File: config.mk
export PLATFORM = sky130hd
export DESIGN_NAME = fb_scanout
export DESIGN_NICKNAME = d
export VERILOG_FILES = /design/src/rtl/fb_scanout.sv
export SDC_FILE = /design/constraint.sdc
export NUM_CORES = 1
export LEC_CHECK = 0
export BUFFER_PORTS_ARGS = -buffer_cell sky130_fd_sc_hd__buf_4
export CAP_MARGIN = 25
export CORE_MARGIN = 5
export CORE_UTILIZATION = 45
export CTS_CLUSTER_SIZE = 8
export DETAILED_ROUTE_END_ITERATION = 7
export PLACE_DENSITY_LB_ADDON = 0.08
export REMOVE_ABC_BUFFERS = 1
export SLEW_MARGIN = 20
export SYNTH_ARGS = -nofsm -noshare
export SYNTH_HDL_FRONTEND = slang
export SYNTH_SLANG_ARGS = --single-unit
export TNS_END_PERCENT = 20
File: constraint.sdc
create_clock -name clock -period 1.7 [get_ports clock]
set_input_delay 0.255 -clock clock [delete_from_list [all_inputs] [get_ports clock]]
set_output_delay 0.255 -clock clock [all_outputs]
set_load 0.02 [all_outputs]
File: src/rtl/fb_scanout.sv
// Frame-buffer scan-out: walks the 256x176 buffer in raster order and streams each
// pixel to the VGA adapter, with a valid/coordinate pipeline hiding the read latency.
module fb_scanout #(
    parameter int FB_WIDTH     = 256,
    parameter int FB_HEIGHT    = 176,
    parameter int READ_LATENCY = 1,
    parameter int X_OFFSET     = 32,
    parameter int Y_OFFSET     = 32
) (
    input  logic        clock,
    input  logic        reset,
    input  logic        start,
    input  logic [5:0]  fb_q,
    output logic [15:0] fb_address,
    output logic        fb_rden,
    output logic [8:0]  vga_x,
    output logic [7:0]  vga_y,
    output logic [5:0]  vga_colour,
    output logic        vga_write,
    output logic        busy,
    output logic        done
);

    localparam int XW = $clog2(FB_WIDTH);
    localparam int YW = 16 - XW;

    typedef enum logic [1:0] {IDLE, SCAN, DRAIN, DONE} state_t;

    state_t          state_q;
    logic [XW-1:0]   x_cnt_q;
    logic [YW-1:0]   y_cnt_q;
    logic            busy_q;
    logic            done_q;
    logic            last_px;

    logic            vld_p0, vld_p1;
    logic [XW-1:0]   x_p0, x_p1;
    logic [YW-1:0]   y_p0, y_p1;

    logic            vld_al;
    logic [XW-1:0]   x_al;
    logic [YW-1:0]   y_al;
    logic            pipe_busy;

    logic [8:0]      vga_x_q;
    logic [7:0]      vga_y_q;
    logic [5:0]      vga_colour_q;
    logic            vga_write_q;

    function automatic logic [8:0] scr_x(input logic [XW-1:0] x);
        return 9'(x) + 9'(X_OFFSET);
    endfunction

    function automatic logic [7:0] scr_y(input logic [YW-1:0] y);
        return 8'(y) + 8'(Y_OFFSET);
    endfunction

    assign last_px    = (x_cnt_q == XW'(FB_WIDTH - 1)) && (y_cnt_q == YW'(FB_HEIGHT - 1));
    assign fb_address = {y_cnt_q, x_cnt_q};
    assign fb_rden    = (state_q == SCAN);

    always_ff @(posedge clock) begin
        if (reset) begin
            state_q <= IDLE;
            x_cnt_q <= '0;
            y_cnt_q <= '0;
            busy_q  <= 1'b0;
            done_q  <= 1'b0;
        end else begin
            done_q <= 1'b0;
            case (state_q)
                IDLE: begin
                    if (start) begin
                        state_q <= SCAN;
                        x_cnt_q <= '0;
                        y_cnt_q <= '0;
                        busy_q  <= 1'b1;
                    end
                end
                SCAN: begin
                    if (last_px) begin
                        state_q <= DRAIN;
                        x_cnt_q <= '0;
                        y_cnt_q <= '0;
                    end else if (x_cnt_q == XW'(FB_WIDTH - 1)) begin
                        x_cnt_q <= '0;
                        y_cnt_q <= y_cnt_q + YW'(1);
                    end else begin
                        x_cnt_q <= x_cnt_q + XW'(1);
                    end
                end
                DRAIN: begin
                    // Once no valid remains in flight, the last pixel is being written now.
                    if (!pipe_busy) begin
                        state_q <= DONE;
                        done_q  <= 1'b1;
                    end
                end
                DONE: begin
                    state_q <= IDLE;
                    busy_q  <= 1'b0;
                end
                default: state_q <= IDLE;
            endcase
        end
    end

    // Stage p0/p1: carry valid and coordinates alongside the frame-buffer read
    always_ff @(posedge clock) begin
        if (reset) begin
            vld_p0 <= 1'b0;
            vld_p1 <= 1'b0;
        end else begin
            vld_p0 <= (state_q == SCAN);
            vld_p1 <= vld_p0;
        end
    end

    always_ff @(posedge clock) begin
        x_p0 <= x_cnt_q;
        y_p0 <= y_cnt_q;
        x_p1 <= x_p0;
        y_p1 <= y_p0;
    end

    assign vld_al    = (READ_LATENCY == 2) ? vld_p1 : vld_p0;
    assign x_al      = (READ_LATENCY == 2) ? x_p1   : x_p0;
    assign y_al      = (READ_LATENCY == 2) ? y_p1   : y_p0;
    assign pipe_busy = vld_p0 | vld_al;

    // Output stage: register the aligned pixel for the VGA adapter
    always_ff @(posedge clock) begin
        if (reset) begin
            vga_write_q  <= 1'b0;
            vga_x_q      <= '0;
            vga_y_q      <= '0;
            vga_colour_q <= '0;
        end else begin
            vga_write_q <= vld_al;
            if (vld_al) begin
                vga_x_q      <= scr_x(x_al);
                vga_y_q      <= scr_y(y_al);
                vga_colour_q <= fb_q;
            end
        end
    end

    assign vga_x      = vga_x_q;
    assign vga_y      = vga_y_q;
    assign vga_colour = vga_colour_q;
    assign vga_write  = vga_write_q;
    assign busy       = busy_q;
    assign done       = done_q;

endmodule

==> flow_summary_export.csv, run 1 <==
group,metric,value,unit
die,core_area,0.00507,mm²
grt,grt_antenna_before_repair,0,
sta,finalHoldViolCount,0,
placed_design,numPortBuffers,51,
critical_path,critPathCaptureType,"flop",
cts,clkTransAtPathRegs,0.06,ns
power_and_ir_drop,p_leak,1.35,nW
critical_path,critPathMaxStageDelay,0.48,ns
critical_path,critPathKind,"flop to flop",
critical_path,r2r-start,"state_q[1]",
route,drt_iter0_markers,75,
power_and_ir_drop,vdd_drop_max,0.000769,V
sta,skew,0.00598,ns
sta,max-slew-margin-rel,73.4,%
critical_path,crit_chain,"inv_1 -> ha_2 -> nand2b_1 -> inv_2 -> nand4_2 -> or4_1 -> o221ai_1",
placed_design,place_area,0.00296,mm²
cts,cts_tree,"done",
die,io_pins,52,
logic_synthesis,synthFlopType,"dfxtp_1",
power_and_ir_drop,p_seq_share,39.4,%
final_layout,drive_gt1_share,31.7,%
critical_path,reg2reg_to,"y_cnt_q[5]",
final_layout,area_growth,34.8,%
critical_path,reg2regPathDepth,7,
critical_path,crit_required,1.95,ns
final_layout,fin_nets,330,
final_layout,antenna_cells,0,
critical_path,critPathLaunchType,"flop",
critical_path,crit_fanout,7,
logic_synthesis,seq_area_frac_synth,52.0,%
logic_synthesis,yosysTopAreaCellShare,52.0,%
route,vias,1914,
logic_synthesis,async_reset_ff_share,0,%
power_and_ir_drop,swShare,29.9,%
critical_path,crit_arrival,1.89,ns
grt,overflow,0,
cts,root_buffer,"clkbuf_8",
hold_path,min_from,"fb_q[4]",
sta,worst_pin_slew,0.391,ns
route,wl,5060,µm
sta,finalSetupViolations,0,
route,dr.pass1.iters,4,
final_layout,final_area,0.00317,mm²
logic_synthesis,synth_most_common_cell,"dfxtp_1",
logic_synthesis,synth_edf_count,0,
grt,grt_pass1_vias,1849,
logic_synthesis,synthTopCellsByArea,"dfxtp_1 (52%), mux2i_1 (8.5%), nor2_1 (5.0%), ha_1 (4.8%), a21oi_1 (2.1%)",
power_and_ir_drop,p_clk_share,31.8,%
hold_path,worstHoldEndpoint,"vga_colour[4]",
grt,grt_max_degree,27,
logic_synthesis,yosysTopAreaCell,"dfxtp_1",
logic_synthesis,synthCells,234,
die,die_area,0.00676,mm²
critical_path,critPathSlowestCell,"or4_1",
power_and_ir_drop,internal_power,0.00285,W
cts,clock-sinks,61,
sta,rsz0062_at_grt,"true",
sta,post-route-min-period,1.64,ns
placed_design,place.gp.congestion,0.815,
grt,grt_pass1_wl,8310,µm
status,outcome,"completed",
route,ant_nets,0,
logic_synthesis,synth_area,0.00235,mm²
critical_path,rrSetupSlack,0.06,ns
hold_path,holdPathStages,3,
cts,cts_setup_buffers,0,
power_and_ir_drop,p_per_area,1280,mW/mm²
cts,worstSkewPairLatency,0.34,ns
cts,htreeDepth,3,
logic_synthesis,ys_warn_count,0,
die,dieWidth,82.2,µm
sta,worst_hold_slack,0.153,ns
cts,hold_buffers,0,
power_and_ir_drop,combPwrFrac,28.8,%
logic_synthesis,yosys-top-cells-count,"dfxtp_1 (61), nor2_1 (31), mux2i_1 (20), nand2_1 (13), a21oi_1 (10)",
sta,period_share,96.4,%
route,drc,0,
sta,timing.fmax,610,MHz
hold_path,hold_class,"primary input to flop",
die,die_h,82.2,µm
logic_synthesis,synthDistinctLibCells,41,
logic_synthesis,ys_ff_latch,61,
placed_design,dp_hpwl,3660,µm
die,rows,26,
die,start_util,46.3,%
route,routedWlPerCell,13.1,µm
grt,grtUsageTotal,16.4,%
power_and_ir_drop,power.switching,0.00121,W
route,avgViaCountPerCell,4.97,
cts,cts_buffers,9,
sta,finalMaxSlewViolations,0,
flow_run,cap_violations,0,
cts,clock_path_buffers,2,
logic_synthesis,avgSynthCellArea,10.0,µm²
-- layout by cell type (no fill, tap or decap), drive strengths merged, types with 2 or more instances in the layout --
cell and count:
nand3 8, nor3b 2, or4 3, nand4 6, buf 78, xnor2 5
and4 2, ha 9, clkbuf 13, o21ai 6, nor4 2, nand2b 6
xor2 4, inv 7, dfxtp 61, a41oi 2, a31oi 2, and2 2
a211oi 4, and3 2, o211ai 2, mux2i 20, a21oi 11, nor2 31
or3 3, nand2 13, nor3 3
-- flip-flops by register name, summed over array words and instances (netlist names) --
register,count
busy,1
done,1
pipe_busy,1
state_q,2
vga_colour,6
vga_write,1
vga_x,9
vga_y,8
x_al,8
x_cnt_q,8
y_al,8
y_cnt_q,8
-- worst max-delay path: cells and delay by family (launching register included) --
kind	cells	cell delay, ns
buffers and inverters	2	0.17
AND/OR/NAND/NOR	3	0.73
adder cells (fa/ha/maj)	1	0.26
flip-flops	1	0.31
AO/OA/AOI/OAI	1	0.08
-- worst max-delay path by stage --
stage                    start          to  cells after the start
detailed placement  x_cnt_q[0]  y_cnt_q[5]                      5
global placement    state_q[0]  y_cnt_q[5]                      6
global route        state_q[1]  y_cnt_q[5]                      7
CTS                 state_q[1]  y_cnt_q[5]                      7
floorplan           x_cnt_q[0]  y_cnt_q[5]                      5
finish              state_q[1]  y_cnt_q[5]                      7
-- layout make-up --
class | count | area, µm²
fill | 453 | 1910
sequential | 61 | 1220
multi-input combinational | 155 | 1050
timing repair buffer | 78 | 586
clock buffer | 13 | 169
tap | 70 | 87.6
clock inverter | 1 | 30.0
inverter | 7 | 26.3
-- repair_timing --
| action | 4_1_cts | 5_1_grt |
|---|---|---|
| endpoints found under the setup margin | 1 | 8 |
| resized for setup | 3 | 3 |
| cloned | 0 | 0 |
-- metal layers --
layer  track usage [%]  share of wire, %
met2              24.8                46
met4              9.80               2.1
met5                 0                 0
met1              20.0                47
met3              5.53               5.1
-- per-stage QoR --
stage / setup WS (ns) / utilization [%] / total power (W) / setup TNS (ns) / instances
2_1_floorplan: -0.130 / - / 0.00233 / -0.349 / 223
3_3_place_gp: 0.0604 / 58.2 / 0.00277 / 0 / 371
3_5_place_dp: 0.0216 / 58.2 / 0.00278 / 0 / 371
4_1_cts: 0.0569 / 62.3 / 0.00409 / 0 / 385
5_1_grt: -0.0625 / 62.4 / 0.00429 / -0.0716 / 385
6_report: 0.0617 / 62.4 / 0.00406 / 0 / 385
-- logic make-up after synthesis --
| group | after synthesis | share of synthesized area (%) |
|---|---|---|
| AOI/OAI and AO/OA | 31 | 8.52 |
| muxes | 21 | 9.16 |
| and+or+nand+nor | 85 | 18.2 |
| xor gates and xnor gates | 9 | 3.36 |
| DFF | 61 | 52.0 |
| buffers and inverters | 18 | 3.94 |
| adders and majority gates | 9 | 4.79 |
-- power groups by stage --
stage               clock (W)  combinational (W)  sequential, W
global route          0.00139            0.00129        0.00161
CTS                   0.00132            0.00117        0.00160
floorplan                   0           0.000549        0.00178
detailed placement          0            0.00115        0.00163
finish                0.00129            0.00117        0.00160
global placement            0            0.00115        0.00162
No activity file was read; power rests on OpenSTA's default activity.
==> run 2, diff against run 1 <==
GPL_ROUTABILITY_DRIVEN = 0   (was not set)
clock period = 1.8 ns   (was 1.7 ns; I/O delays follow)
==> run 2 against run 1 <==
Sequential share of layout area up 0.80 points. Fmax decreased by 4.7%. Global-route usage rose by 0.37 points. Combinational power is 9% lower. First-iteration DRC count increased by 28%. Wire length rose by 0.57%. Register-to-register slack better by 0.02 ns. Clock power down 8%. Critical path type unchanged. Critical endpoint unchanged.
==> flow_summary_export.csv, run 2 (synthesis gave the netlist of run 1 again) <==
group,metric,value,unit
route,wl,5090,µm
critical_path,critPathKind,"flop to flop",
cts,htreeDepth,3,
flow_run,cap_violations,0,
placed_design,post-place-ws,0.0394,ns
power_and_ir_drop,p_leak,1.29,nW
grt,grt_pass1_wl,8490,µm
die,rows,26,
cts,cts_buffers,9,
critical_path,r2r-start,"state_q[1]",
route,drt_iter0_markers,96,
sta,skew,0.00634,ns
placed_design,numPortBuffers,51,
sta,finalMaxSlewViolations,0,
die,core_area,0.00507,mm²
final_layout,layout_common_cells,"buf_4 (68), dfxtp_1 (59), nor2_1 (31), mux2i_1 (19), nand2_1 (13)",
status,outcome,"completed",
final_layout,final_area,0.00311,mm²
grt,grt_max_degree,25,
critical_path,critPathSlowestCell,"or4_1",
placed_design,dp.cells,361,
critical_path,critPathMaxStageDelay,0.49,ns
critical_path,crit_start,"state_q[1]",
sta,timing.fmax,582,MHz
die,die_area,0.00676,mm²
critical_path,critPathCaptureType,"flop",
cts,clock-sinks,61,
grt,grt_pass1_vias,1816,
cts,cts_tree,"done",
die,io_pins,52,
sta,max-slew-margin-rel,73.1,%
sta,period_share,95.5,%
cts,cts-resized-gates,0,
route,dr.pass1.iters,4,
cts,worstSkewPairLatency,0.33,ns
final_layout,final_cells,376,
route,routedWlPerCell,13.5,µm
die,die_h,82.2,µm
power_and_ir_drop,vdd_drop_max,0.000717,V
critical_path,crit_chain,"inv_1 -> ha_2 -> mux2_4 -> nand4_2 -> or4_1 -> o221ai_1",
sta,setup_slack,0.0809,ns
placed_design,dp_hpwl,3560,µm
cts,root_buffer,"clkbuf_8",
grt,grtUsageTotal,16.8,%
cts,clkTransAtPathRegs,0.06,ns
hold_path,min_from,"fb_q[2]",
cts,clock_path_buffers,2,
final_layout,area_growth,32.2,%
power_and_ir_drop,p_per_area,1220,mW/mm²
route,vias,1886,
final_layout,drive_gt1_share,29.7,%
grt,overflow,0,
die,dieWidth,82.2,µm
final_layout,largest_reg_flops,9,
route,drc,0,
placed_design,place_area,0.00288,mm²
grt,grt_antenna_before_repair,0,
die,start_util,46.3,%
cts,hold_buffers,0,
critical_path,crit_arrival,1.97,ns
sta,finalSetupViolations,0,
sta,worst_hold_slack,0.179,ns
final_layout,final_common_cell,"buf_4",
cts,cts_setup_buffers,0,
critical_path,critPathLaunchType,"flop",
hold_path,hold_class,"primary input to flop",
sta,post-route-min-period,1.72,ns
sta,finalHoldViolCount,0,
final_layout,fin_nets,320,
critical_path,crit_required,2.05,ns
sta,worst_pin_slew,0.396,ns
final_layout,antenna_cells,0,
route,avgViaCountPerCell,5.02,
route,ant_nets,0,
critical_path,crit_fanout,4,
==> run 2: final timing paths <==
path | endpoint | slack (ns) | cells past startpoint
min reg2reg | x_al[7] | 0.40 | 0
max reg2reg | y_cnt_q[5] | 0.08 | 6
min | vga_colour[2] | 0.18 | 3
max | y_cnt_q[5] | 0.08 | 6
==> run 2: final cells by class <==
type / instances / area (µm²)
clock buffer: 14 / 163
clock inverter: 1 / 30.0
fill: 485 / 1970
inverter: 7 / 26.3
multi-input combinational: 155 / 1060
sequential: 61 / 1220
tap: 70 / 87.6
timing repair buffer: 68 / 510
==> run 2: per-layer routing <==
| metal | GRT usage (%) | part of all wire [%] | vias to the layer above |
|---|---|---|---|
| li1 | - | - | 960 |
| met1 | 21.7 | 47 | 876 |
| met2 | 25.6 | 45 | 39 |
| met3 | 4.34 | 5.5 | 11 |
| met4 | 8.47 | 2.0 | 0 |
| met5 | 0 | 0 | - |
==> run 2: critical path: cells and delay by family (launching register included) <==
kind,cells,cell delay (ns)
muxes,1,0.20
buffers and inverters,1,0.15
DFF,1,0.33
and+or+nand+nor,2,0.62
AOI/OAI and AO/OA,1,0.08
adders and majority gates,1,0.27
==> run 2: per-stage QoR <==
| step | total power (W) | util (%) | TNS, ns |
|---|---|---|---|
| after global placement | 0.00256 | 56.8 | 0 |
| final | 0.00378 | 61.2 | 0 |
| after CTS | 0.00375 | 60.6 | 0 |
| after global routing | 0.00399 | 61.2 | -0.0120 |
| after floorplan | 0.00220 | - | -0.0298 |
| after detailed placement | 0.00256 | 56.8 | 0 |
==> run 2: power breakdown <==
| group | switching [W] | internal (W) | total [W] | leakage, nW |
|---|---|---|---|---|
| Sequential | 0.0000609 | 0.00146 | 0.00152 | 0.494 |
| Combinational | 0.000612 | 0.000455 | 0.00107 | 0.701 |
| Clock | 0.000478 | 0.000710 | 0.00119 | 0.0968 |
